<file path="config.mk">
export PLATFORM = sky130hd
export DESIGN_NAME = calc_input_ctrl
export DESIGN_NICKNAME = d
export VERILOG_FILES = /design/src/rtl/calc_input_ctrl_pkg.sv /design/src/rtl/calc_input_ctrl_key_debounce.sv /design/src/rtl/calc_input_ctrl.sv
export SDC_FILE = /design/constraint.sdc
export NUM_CORES = 1
export LEC_CHECK = 0
export BUFFER_PORTS_ARGS = -buffer_cell sky130_fd_sc_hd__clkbuf_2
export CAP_MARGIN = 10
export CORE_MARGIN = 2
export CORE_UTILIZATION = 50
export DETAILED_ROUTE_END_ITERATION = 10
export PLACE_DENSITY = 0.8
export SYNTH_ARGS = -nofsm -noshare
export SYNTH_HDL_FRONTEND = slang
export SYNTH_SLANG_ARGS = --single-unit
</file>
<file path="constraint.sdc">
create_clock -name clk -period 2.7 [get_ports clk]
set_input_delay 0.405 -clock clk [delete_from_list [all_inputs] [get_ports clk]]
set_output_delay 0.405 -clock clk [all_outputs]
set_load 0.005 [all_outputs]
</file>
<file path="src/rtl/calc_input_ctrl_pkg.sv">
// Shared types and constants for the calculator input controller.
// Holds the capture FSM state encoding and the function-select width.
package calc_input_ctrl_pkg;

    localparam int FUNC_W = 3;

    typedef enum logic [1:0] {
        IDLE  = 2'd0,
        OFFER = 2'd1,
        HOLD  = 2'd2
    } state_t;

endpackage

</file>
<file path="src/rtl/calc_input_ctrl_key_debounce.sv">
// Pushbutton conditioner: 2-flop synchronizer, stability counter
// and a registered one-cycle press (1->0) pulse.
module key_debounce #(
    parameter int DEBOUNCE_CYCLES = 500000
) (
    input  logic clk,
    input  logic rst_n,
    input  logic key_n,
    output logic press
);

    localparam int CW = $clog2(DEBOUNCE_CYCLES) + 1;
    localparam logic [CW-1:0] CNT_MAX = CW'(DEBOUNCE_CYCLES - 1);

    logic          sync1_q;
    logic          sync1_d;
    logic          sync2_q;
    logic          sync2_d;
    logic          stable_q;
    logic          stable_d;
    logic          press_q;
    logic          press_d;
    logic [CW-1:0] cnt_q;
    logic [CW-1:0] cnt_d;

    always_comb begin
        sync1_d  = key_n;
        sync2_d  = sync1_q;
        stable_d = stable_q;
        cnt_d    = '0;
        press_d  = 1'b0;
        // Flip only after the input has differed for a full window.
        if (sync2_q != stable_q) begin
            if (cnt_q == CNT_MAX) begin
                stable_d = sync2_q;
                press_d  = stable_q & ~sync2_q;
            end else begin
                cnt_d = cnt_q + 1'b1;
            end
        end
    end

    always_ff @(posedge clk or negedge rst_n) begin
        if (!rst_n) begin
            sync1_q  <= 1'b1;
            sync2_q  <= 1'b1;
            stable_q <= 1'b1;
            cnt_q    <= '0;
            press_q  <= 1'b0;
        end else begin
            sync1_q  <= sync1_d;
            sync2_q  <= sync2_d;
            stable_q <= stable_d;
            cnt_q    <= cnt_d;
            press_q  <= press_d;
        end
    end

    assign press = press_q;

endmodule

</file>
<file path="src/rtl/calc_input_ctrl.sv">
// Captures switch operands on a debounced load press and offers
// them downstream with a valid/ready handshake; clear press zeroes.
module calc_input_ctrl
    import calc_input_ctrl_pkg::*;
#(
    parameter int WIDTH           = 6,
    parameter int DEBOUNCE_CYCLES = 500000
) (
    input  logic              clk,
    input  logic              rst_n,
    input  logic [WIDTH-1:0]  sw_a,
    input  logic [WIDTH-1:0]  sw_b,
    input  logic [FUNC_W-1:0] sw_func,
    input  logic              key_load_n,
    input  logic              key_clr_n,
    output logic [WIDTH-1:0]  a,
    output logic [WIDTH-1:0]  b,
    output logic [FUNC_W-1:0] func,
    output logic              valid,
    input  logic              ready,
    output logic              loaded
);

    logic load_press;
    logic clr_press;

    key_debounce #(
        .DEBOUNCE_CYCLES(DEBOUNCE_CYCLES)
    ) u_load_db (
        .clk  (clk),
        .rst_n(rst_n),
        .key_n(key_load_n),
        .press(load_press)
    );

    key_debounce #(
        .DEBOUNCE_CYCLES(DEBOUNCE_CYCLES)
    ) u_clr_db (
        .clk  (clk),
        .rst_n(rst_n),
        .key_n(key_clr_n),
        .press(clr_press)
    );

    state_t            state_q;
    state_t            state_d;
    logic [WIDTH-1:0]  a_q;
    logic [WIDTH-1:0]  a_d;
    logic [WIDTH-1:0]  b_q;
    logic [WIDTH-1:0]  b_d;
    logic [FUNC_W-1:0] func_q;
    logic [FUNC_W-1:0] func_d;
    logic              capture;

    always_comb begin
        state_d = state_q;
        capture = 1'b0;
        // Clear has priority over any load press on the same edge.
        if (clr_press) begin
            state_d = IDLE;
        end else begin
            unique case (state_q)
                IDLE: begin
                    if (load_press) begin
                        capture = 1'b1;
                        state_d = OFFER;
                    end
                end
                OFFER: begin
                    if (ready) begin
                        state_d = HOLD;
                    end
                end
                HOLD: begin
                    if (load_press) begin
                        capture = 1'b1;
                        state_d = OFFER;
                    end
                end
                default: begin
                    state_d = IDLE;
                end
            endcase
        end
    end

    always_comb begin
        a_d    = a_q;
        b_d    = b_q;
        func_d = func_q;
        if (clr_press) begin
            a_d    = '0;
            b_d    = '0;
            func_d = '0;
        end else if (capture) begin
            a_d    = sw_a;
            b_d    = sw_b;
            func_d = sw_func;
        end
    end

    always_ff @(posedge clk or negedge rst_n) begin
        if (!rst_n) begin
            state_q <= IDLE;
            a_q     <= '0;
            b_q     <= '0;
            func_q  <= '0;
        end else begin
            state_q <= state_d;
            a_q     <= a_d;
            b_q     <= b_d;
            func_q  <= func_d;
        end
    end

    assign a      = a_q;
    assign b      = b_q;
    assign func   = func_q;
    assign valid  = (state_q == OFFER);
    assign loaded = (state_q == HOLD);

endmodule

</file>
==> summary.txt, run 1 <==
CTS max path bufs -> 2
met2 GRT Util -> 30.8%
Leak -> 1.50 nW
layer carrying the most global-route usage -> met2
register area share after synthesis -> 53.7%
max_cap viols -> 0
PD cells -> 552 nW/um2
initial antenna violation count -> 0
Worst Reg-to-Reg Cells -> 4
Setup Buffers After CTS -> 0
Reg-to-Reg Start -> u_clr_db.cnt_q[9]$_DFF_PN0_
Worst Path Max Fanout -> 18
post-cts resize count -> 0
drt first pass iters -> 5
root buf cell -> clkbuf_8
H-tree Lvls -> 3
Skew-Pair Late Insertion Delay -> 0.33 ns
row count -> 28
Core Area -> 5890 um2
slowest cell delay on critical path -> 0.55 ns
Hold Fails Final Rpt -> 0
CP arrival -> 2.34 ns
chip height -> 82.0 um
vias in the first global route -> 2204
# hold bufs at CTS -> 0
Least-Margin Pin Slew -> 0.974 ns
Final Skew -> 0.00664 ns
Final ANT Viol Nets -> 0
R2R Setup Slk -> 0.56 ns
CP max-delay cell -> or4_4
first-pass GRT wire length -> 9860 um
Starting Density -> 51.7%
Yosys cell types -> 39
layout cells sized above 1 -> 19.2%
DIE AREA -> 6730 um2
status -> finished, final reports clean
largest delay contributor family on the critical path -> simple AND/OR/NAND/NOR gates
Post-Route WL -> 5720 um
met3 usage -> 5.16%
total track usage -> 19.6%
CP Class -> reg2reg
met1 usage -> 25.3%
CTS sink cnt -> 65
gpl congestion -> 0.809
dominant cell type by area after synthesis -> dfrtp_1
register bit total from synthesis -> 65
Mapped Area -> 3040 um2
Via density -> 5.40
RSZ-0062 raised after global routing -> false
Mapped Avg Cell Area -> 9.88 um2
Mapped Cells -> 308
Yosys warnings -> 0
CTS tree -> built
pre-CTS WS -> 0.568 ns
R2R Path End -> u_clr_db.cnt_q[5]$_DFF_PN0_
Num CTS Buffers -> 9
drt drc -> 0
WP buf/inv -> 0
port buffer count -> 36
Rel. slew slack -> 34.8%
Post-DP HPWL -> 3990 um
pin count of the biggest net entering global routing -> 29
Routed WL per cell -> 13.3 um
gr ovfl total -> 0
setup TNS -> 0 ns
fin util -> 59.8%
n_diodes -> 0
DR iter-0 viols -> 153
Worst Hold Class -> in2async
Peak supply drop -> 0.383 mV
area grow syn2layout -> 15.6%
Worst EP required -> 2.90 ns
Startpoint Class -> register
worst setup margin -> 0.565 ns
Critical Path End -> u_clr_db.cnt_q[5]$_DFF_PN0_
critical path startpoint -> u_clr_db.cnt_q[9]$_DFF_PN0_
vias -> 2321
setup violators final -> 0
worst hold margin -> 0.0209 ns
Synth top area share -> 48.5%
max-slew violation count -> 0
CP Capture Type -> register
FMAX -> 468 MHz
nets@finish -> 377
Top Ports -> 37
crit path time final -> 2.14 ns
syn_nets -> 334
die width -> 82.0 um
Final Cycle Share -> 79.1%
stages on the worst setup path -> 4
Area contributors post-synth -> dfrtp_1, dfstp_2, nand2_1, nor2_1, xnor2_1
clock-pin slew on the worst setup and hold paths -> 0.07 ns
CP cell instances -> or4b_1, or4_4, o21bai_4, nor2_1
## through the flow
step	area (um2)	power, mW	cells
detailed placement	3310	1.09	415
CTS	3520	1.97	430
finish	3520	1.94	430
global route	3520	2.04	430
floorplan	3040	1.04	308
global placement	3310	1.09	415
## worst register-to-register path, cell delays in order (launching register included)
cell and delay [ns]:
dfrtp_1 0.45, or4b_1 0.52, or4_4 0.55, o21bai_4 0.37
nor2_1 0.11
## final cells by class
type / instances / area, um2
clock inverter: 3 / 65.1
clock buffer: 12 / 145
sequential: 65 / 1630
timing repair buffer: 41 / 218
inverter: 13 / 48.8
multi-input combinational: 221 / 1310
tap: 75 / 93.8
fill: 500 / 2370
## cell usage in the layout (no fill, tap or decap), drive strengths merged, types with 5 or more instances in the layout
| cell type | netlist | routed |
|---|---|---|
| dfrtp | 59 | 59 |
| buf | 3 | 5 |
| nand4 | 15 | 15 |
| nand2 | 40 | 40 |
| nand3 | 12 | 12 |
| ha | 6 | 6 |
| nor2 | 37 | 37 |
| xor2 | 11 | 11 |
| inv | 13 | 13 |
| dfstp | 6 | 6 |
| nor4 | 7 | 7 |
| or4 | 9 | 9 |
| nor3 | 7 | 7 |
| o31ai | 6 | 6 |
| a21oi | 26 | 26 |
| xnor2 | 15 | 15 |
| clkbuf | 6 | 48 |
## registers in the layout, indices dropped and copies added, names as in the netlist
name                count
u_clr_db.stable_q       1
u_clr_db.sync2_q        1
a                       6
u_load_db.press         1
u_load_db.cnt_q        20
u_clr_db.sync1_q        1
u_load_db.sync2_q       1
func                    3
u_clr_db.cnt_q         20
u_load_db.stable_q      1
state_q                 2
b                       6
u_load_db.sync1_q       1
u_clr_db.press          1
## layer usage
metal	wire [um]	share of wire (%)
met5	0	0
met4	119	2.1
met3	271	4.7
met2	2720	48
met1	2610	46
## kinds of logic after synthesis
family / Yosys count / synth area share (%)
multiplexers: 3 / 0.987
XOR/XNOR: 26 / 7.48
buffers and inverters: 22 / 3.12
AND/OR/NAND/NOR: 148 / 24.8
adder cells (fa/ha/maj): 6 / 2.47
AO/OA/AOI/OAI: 38 / 7.48
flip-flops: 65 / 53.7
## cell usage after synthesis, drive strengths merged
master / number
a21oi: 26
o21ai: 2
or4: 9
ha: 6
mux2i: 3
or3: 3
xor2: 11
nand3: 12
o31ai: 6
nand2b: 2
xnor2: 15
and4: 3
clkbuf: 6
nor3: 7
or4b: 2
nor2b: 2
buf: 3
or2: 2
nor2: 37
o21bai: 2
dfstp: 6
nor4: 7
nand2: 40
dfrtp: 59
a22oi: 1
inv: 13
nand4: 15
nor4b: 1
a31o: 1
and3: 3
nand3b: 1
nor4bb: 2
## report_power, final
| group | leakage [nW] | total, mW | internal, mW | switching (mW) |
|---|---|---|---|---|
| clock network | 0.106 | 0.875 | 0.539 | 0.336 |
| registers | 0.802 | 0.999 | 0.988 | 0.0108 |
| logic | 0.593 | 0.0694 | 0.0268 | 0.0426 |
| total | 1.50 | 1.94 | 1.55 | 0.389 |
## worst min path at each step
stage	startpoint	end	slack [ns]	cells after the start
3_5_place_dp	u_load_db.sync1_q$_DFF_PN1_	u_load_db.sync2_q$_DFF_PN1_	0.35	0
2_1_floorplan	rst_n	a[0]$_DFFE_PN0P_	0.11	0
5_1_grt	rst_n	u_clr_db.cnt_q[0]$_DFF_PN0_	0.05	1
4_1_cts	rst_n	u_clr_db.cnt_q[0]$_DFF_PN0_	0.04	1
3_3_place_gp	u_clr_db.sync1_q$_DFF_PN1_	u_clr_db.sync2_q$_DFF_PN1_	0.35	0
6_report	rst_n	u_clr_db.cnt_q[0]$_DFF_PN0_	0.02	1
Note: power is estimated with default switching activity, not from simulation.
==> run 2, diff against run 1 <==
--- a/config.mk
+++ b/config.mk
@@ -10,7 +10,7 @@
 export CORE_MARGIN = 2
 export CORE_UTILIZATION = 50
 export DETAILED_ROUTE_END_ITERATION = 10
-export PLACE_DENSITY = 0.8
+export PLACE_DENSITY = 0.83
 export SYNTH_ARGS = -nofsm -noshare
 export SYNTH_HDL_FRONTEND = slang
 export SYNTH_SLANG_ARGS = --single-unit
==> constraint.sdc (replaced) <==
create_clock -name clk -period 1.9 [get_ports clk]
set_input_delay 0.285 -clock clk [delete_from_list [all_inputs] [get_ports clk]]
set_output_delay 0.285 -clock clk [all_outputs]
set_load 0.005 [all_outputs]
==> summary.txt, run 2 (synthesis results as in run 1) <==
drt first pass iters -> 4 (-1)
CP cell instances -> or4b_1, or4_4, o21bai_4, buf_12, nor2_1
CP Capture Type -> register
crit path time final -> 1.96 ns (-0.177 ns)
Comb pwr share -> 3.6% (about the same)
CP arrival -> 2.18 ns (-0.16 ns)
FMAX -> 511 MHz (+9.0%)
Setup Buffers After CTS -> 0 (unchanged)
CTS max path bufs -> 2 (unchanged)
port buffer count -> 36 (unchanged)
Peak supply drop -> 0.558 mV (+46%)
Core Area -> 5890 um2 (unchanged)
pin count of the biggest net entering global routing -> 66 (+130%)
vias in the first global route -> 2407 (+9.2%)
area grow syn2layout -> 23.2%
DR iter-0 viols -> 103 (-33%)
most frequent cells in the layout -> dfrtp_1, nand2_1, nor2_1, clkbuf_2, a21oi_1
worst setup margin -> -0.0588 ns (-0.623 ns)
Net Sw Power -> 0.588 mW (+51%)
CTS tree -> built
total track usage -> 20.5% (+0.86 points)
Final Cycle Share -> 103% (+24 points)
nets@finish -> 394 (+4.5%)
CP max-delay cell -> or4_4
Worst EP required -> 2.12 ns (-0.78 ns)
Worst Path Max Fanout -> 18 (unchanged)
clock-pin slew on the worst setup and hold paths -> 0.07 ns (about the same)
Routed WL per cell -> 13.6 um (+2.2%)
Startpoint Class -> register
Post-DP HPWL -> 4230 um (+5.9%)
pre-CTS WS -> -0.0516 ns (-0.619 ns)
Seq pwr share -> 45.6% (-5.8 points)
Least-Margin Pin Slew -> 0.593 ns (-0.381 ns)
setup violators final -> 18 (+18)
gr ovfl total -> 0 (unchanged)
register area -> 1630 um2 (unchanged)
drt drc -> 0 (unchanged)
PD cells -> 830 nW/um2 (+50%)
Final ANT Viol Nets -> 0 (unchanged)
vias -> 2471 (+6.5%)
Clock Power Share -> 50.8% (+5.8 points)
max_cap viols -> 0 (unchanged)
Num CTS Buffers -> 9 (unchanged)
Multi-input gate area -> 1320 um2 (+0.67%)
row count -> 28 (unchanged)
Hold Fails Final Rpt -> 0 (unchanged)
failing checks -> setup timing
die width -> 82.0 um (unchanged)
DIE AREA -> 6730 um2 (unchanged)
fin area -> 3750 um2 (+6.5%)
Rel. slew slack -> 60.5% (+26 points)
FILL cells -> 479 (-4.2%)
layout cells sized above 1 -> 23.9% (+4.7 points)
CTS sink cnt -> 65 (unchanged)
max-slew violation count -> 0 (unchanged)
Starting Density -> 51.7% (unchanged)
status -> complete, but fails checks
RSZ-0062 raised after global routing -> true
n_diodes -> 0 (unchanged)
H-tree Lvls -> 3 (unchanged)
CP Class -> reg2reg
Worst Hold Class -> in2reg
first-pass GRT wire length -> 10400 um (+5.6%)
slowest cell delay on critical path -> 0.57 ns (+0.02 ns)
top flop regs -> u_clr_db.cnt_q: 20 flops, u_load_db.cnt_q: 20 flops
Post-Route WL -> 6090 um (+6.5%)
gpl congestion -> 0.834 (+3.1%)
Top Ports -> 37 (unchanged)
Placed Area -> 3460 um2 (+4.5%)
Skew-Pair Late Insertion Delay -> 0.34 ns (about the same)
Leak -> 1.63 nW (+8.6%)
commonest non-fill, non-tap cell in the layout -> dfrtp_1
Via density -> 5.52 (+2.2%)
overall power -> 3.11 mW (+60%)
Pint -> 2.52 mW (+62%)
Sw Ratio -> 18.9% (-1.1 points)
worst hold margin -> 0.0224 ns (+0.00144 ns)
initial antenna violation count -> 0 (unchanged)
R2R Setup Slk -> -0.06 ns (-0.62 ns)
fin util -> 63.7% (+3.9 points)
Final Skew -> 0.00432 ns (-0.00232 ns)
root buf cell -> clkbuf_8
chip height -> 82.0 um (unchanged)
==> run 2: layout make-up <==
| cell class | instances | share of cell area (%) |
|---|---|---|
| clock buffer | 11 | 4.04 |
| clock inverter | 5 | 3.34 |
| inverter | 13 | 1.30 |
| multi-input combinational | 221 | 35.3 |
| sequential | 65 | 43.6 |
| tap | 75 | 2.50 |
| timing repair buffer | 58 | 9.95 |
==> run 2: metrics by stage <==
stage               TNS (ns)  instances
finish                -0.792        448
global placement           0        431
global route           -1.66        448
detailed placement    -0.660        431
CTS                   -0.790        448
floorplan             -0.696        308
==> run 2: power by group through the flow <==
stage / clock network (mW) / registers [mW] / logic (mW)
final: 1.58 / 1.42 / 0.112
after global routing: 1.68 / 1.42 / 0.129
after CTS: 1.62 / 1.42 / 0.116
after detailed placement: 0 / 1.44 / 0.113
after global placement: 0 / 1.44 / 0.110
after floorplan: 0 / 1.44 / 0.0405
==> run 2: critical path: cells and delay by family, from the launching register on <==
family	cells	cell delay, ns
compound gates	1	0.16
buf+inv	1	0.16
flops	1	0.38
simple gates	3	1.15
==> run 2: repair_timing <==
item	CTS	global route
hold buffers	1	0
setup endpoints to repair	19	19
gates resized for setup	0	1
hold endpoints to repair	59	0
==> run 2: per-layer routing <==
metal	vias up	track usage, %	share of wire, %
met1	1202	24.7	46
li1	1193	-	-
met4	0	9.50	1.8
met5	-	0	0
met3	13	5.49	4.5
met2	63	34.1	48
==> run 2: worst paths after layout <==
check,from,end,cells past startpoint
max in group asynchronous,rst_n,u_load_db.sync1_q$_DFF_PN1_,3
max,u_clr_db.cnt_q[6]$_DFF_PN0_,u_clr_db.cnt_q[0]$_DFF_PN0_,5
min,key_load_n,u_load_db.sync1_q$_DFF_PN1_,1
min in group asynchronous,rst_n,u_clr_db.cnt_q[16]$_DFF_PN0_,3
max reg2reg,u_clr_db.cnt_q[6]$_DFF_PN0_,u_clr_db.cnt_q[0]$_DFF_PN0_,5
min reg2reg,u_clr_db.sync1_q$_DFF_PN1_,u_clr_db.sync2_q$_DFF_PN1_,0
==> run 3, diff against run 2 <==
--- a/config.mk
+++ b/config.mk
@@ -11,6 +11,7 @@
 export CORE_UTILIZATION = 50
 export DETAILED_ROUTE_END_ITERATION = 10
 export PLACE_DENSITY = 0.83
+export REMOVE_ABC_BUFFERS = 1
 export SYNTH_ARGS = -nofsm -noshare
 export SYNTH_HDL_FRONTEND = slang
 export SYNTH_SLANG_ARGS = --single-unit
==> summary.txt, run 3 (synthesis results as in run 1) <==
Final Cycle Share -> 101% (-1.6 points)
Reg-to-Reg Start -> u_clr_db.cnt_q[11]$_DFF_PN0_
drt first pass iters -> 4 (unchanged)
Pint -> 2.13 mW (-16%)
register area -> 1630 um2 (unchanged)
Final Skew -> 0.00659 ns (+0.00228 ns)
Post-DP HPWL -> 4490 um (+6.4%)
Worst Reg-to-Reg Cells -> 5 (unchanged)
top flop regs -> u_clr_db.cnt_q: 20 flops, u_load_db.cnt_q: 20 flops
drt drc -> 0 (unchanged)
max_cap viols -> 0 (unchanged)
root buf cell -> clkbuf_8
CP max-delay cell -> or4_4
DR iter-0 viols -> 115 (+12%)
Worst Hold Class -> in2reg
Starting Density -> 51.7% (unchanged)
overall power -> 2.70 mW (-13%)
FMAX -> 519 MHz (+1.6%)
Routed WL per cell -> 13.4 um (-1.3%)
gpl congestion -> 0.863 (+3.5%)
die width -> 82.0 um (unchanged)
vias -> 2475 (+0.16%)
Num CTS Buffers -> 9 (unchanged)
crit path time final -> 1.93 ns (-0.0312 ns)
Peak supply drop -> 0.435 mV (-22%)
initial antenna violation count -> 0 (unchanged)
PD cells -> 723 nW/um2 (-13%)
Seq pwr share -> 52.6% (+7.0 points)
clock-pin slew on the worst setup and hold paths -> 0.07 ns (about the same)
commonest non-fill, non-tap cell in the layout -> dfrtp_1
CP Class -> reg2reg
row count -> 28 (unchanged)
Startpoint Class -> register
vias in the first global route -> 2306 (-4.2%)
slowest cell delay on critical path -> 0.55 ns (-0.02 ns)
status -> complete, but fails checks
Leak -> 1.62 nW (-0.39%)
Final ANT Viol Nets -> 0 (unchanged)
Sw Ratio -> 20.9% (+2.0 points)
H-tree Lvls -> 3 (unchanged)
fin util -> 63.4% (-0.34 points)
layout cells sized above 1 -> 24.5% (+0.68 points)
most frequent cells in the layout -> dfrtp_1, nand2_1, nor2_1, clkbuf_2, a21oi_1
hold path depth -> 1 (unchanged)
FILL cells -> 458 (-4.4%)
CTS tree -> built
CTS max path bufs -> 2 (unchanged)
RSZ-0062 raised after global routing -> true
worst setup margin -> -0.0276 ns (+0.0312 ns)
n_diodes -> 0 (unchanged)
total track usage -> 19.8% (-0.64 points)
Post-Route WL -> 6090 um (about the same)
CP arrival -> 2.14 ns (-0.04 ns)
WHS Endpoint -> u_load_db.sync1_q$_DFF_PN1_
Multi-input gate area -> 1320 um2 (unchanged)
CP Capture Type -> register
pin count of the biggest net entering global routing -> 27 (-59%)
gr ovfl total -> 0 (unchanged)
port buffer count -> 36 (unchanged)
Top Ports -> 37 (unchanged)
Rel. slew slack -> 61.0% (+0.50 points)
Net Sw Power -> 0.564 mW (-4.1%)
Core Area -> 5890 um2 (unchanged)
failing checks -> setup timing
Skew-Pair Late Insertion Delay -> 0.34 ns (about the same)
chip height -> 82.0 um (unchanged)
nets@finish -> 400 (+1.5%)
max-slew violation count -> 0 (unchanged)
DIE AREA -> 6730 um2 (unchanged)
area grow syn2layout -> 22.5%
Worst Path Max Fanout -> 18 (unchanged)
Comb pwr share -> 4.5% (+0.9 points)
Worst Hold Launch -> key_load_n
Least-Margin Pin Slew -> 0.585 ns (-0.00744 ns)
first-pass GRT wire length -> 10000 um (-3.8%)
R2R Setup Slk -> -0.03 ns (+0.03 ns)
R2R Path End -> u_clr_db.cnt_q[19]$_DFF_PN0_
CP cell instances -> or4b_1, or4_4, o21bai_4, buf_12, a21oi_1
Hold Fails Final Rpt -> 0 (unchanged)
Via density -> 5.45 (-1.2%)
Worst EP required -> 2.12 ns (about the same)
CTS sink cnt -> 65 (unchanged)
setup violators final -> 19 (+1)
Clock Power Share -> 42.9% (-7.9 points)
==> run 3: layout make-up <==
| type | instances | area share [%] |
|---|---|---|
| tap | 75 | 2.52 |
| sequential | 65 | 43.8 |
| clock inverter | 3 | 1.07 |
| clock buffer | 13 | 4.26 |
| inverter | 13 | 1.31 |
| timing repair buffer | 64 | 11.5 |
| multi-input combinational | 221 | 35.5 |
==> run 3: critical path: cells and delay by family (launching register included) <==
family,cells,cell delay [ns]
flip-flops,1,0.38
AO/OA/AOI/OAI,2,0.20
AND/OR/NAND/NOR,2,1.07
buffers and inverters,1,0.16
==> run 3: per-layer routing <==
layer | track usage (%) | wire length, um | vias to the layer above
met5 | 0 | 0 | -
met3 | 3.30 | 310 | 12
li1 | - | - | 1204
met4 | 10.7 | 121 | 0
met1 | 23.8 | 2670 | 1198
met2 | 33.9 | 2990 | 61
==> run 3: power groups by stage <==
stage	clock network, mW	registers (mW)	logic [mW]
6_report	1.16	1.42	0.121
5_1_grt	1.24	1.42	0.140
3_3_place_gp	0	1.44	0.113
2_1_floorplan	0	1.44	0.0372
3_5_place_dp	0	1.44	0.119
4_1_cts	1.18	1.42	0.120
==> run 3: worst max-delay path by stage <==
stage	endpoint	slack [ns]	startpoint	cells past startpoint
after floorplan	u_clr_db.cnt_q[10]$_DFF_PN0_	-0.05	u_clr_db.cnt_q[11]$_DFF_PN0_	4
after CTS	u_clr_db.cnt_q[3]$_DFF_PN0_	-0.03	u_clr_db.cnt_q[11]$_DFF_PN0_	5
after global routing	u_clr_db.stable_q$_DFFE_PN1P_	-0.08	u_clr_db.cnt_q[11]$_DFF_PN0_	4
final	u_clr_db.cnt_q[19]$_DFF_PN0_	-0.03	u_clr_db.cnt_q[11]$_DFF_PN0_	5
after global placement	u_clr_db.stable_q$_DFFE_PN1P_	0.01	u_clr_db.cnt_q[11]$_DFF_PN0_	4
after detailed placement	u_clr_db.stable_q$_DFFE_PN1P_	-0.03	u_clr_db.cnt_q[11]$_DFF_PN0_	4
==> run 3: metrics by stage <==
stage | setup TNS (ns) | cells | cell area [um2] | hold WS [ns] | worst slack, ns
2_1_floorplan | -1.66 | 299 | 3000 | -0.0106 | -0.0548
3_3_place_gp | 0 | 434 | 3490 | 0.309 | 0.0143
3_5_place_dp | -0.249 | 434 | 3490 | 0.317 | -0.0286
4_1_cts | -0.390 | 451 | 3700 | 0.0233 | -0.0270
5_1_grt | -1.38 | 454 | 3730 | 0.0270 | -0.0850
6_report | -0.354 | 454 | 3730 | 0.0269 | -0.0276
==> run 3: repair_timing <==
| action | CTS | global route |
|---|---|---|
| setup buffers | 0 | 3 |
| hold endpoints to repair | 17 | 0 |
| hold buffers | 1 | 0 |
| setup endpoints to repair | 19 | 31 |
| gates resized for setup | 0 | 2 |
| gates cloned | 0 | 0 |
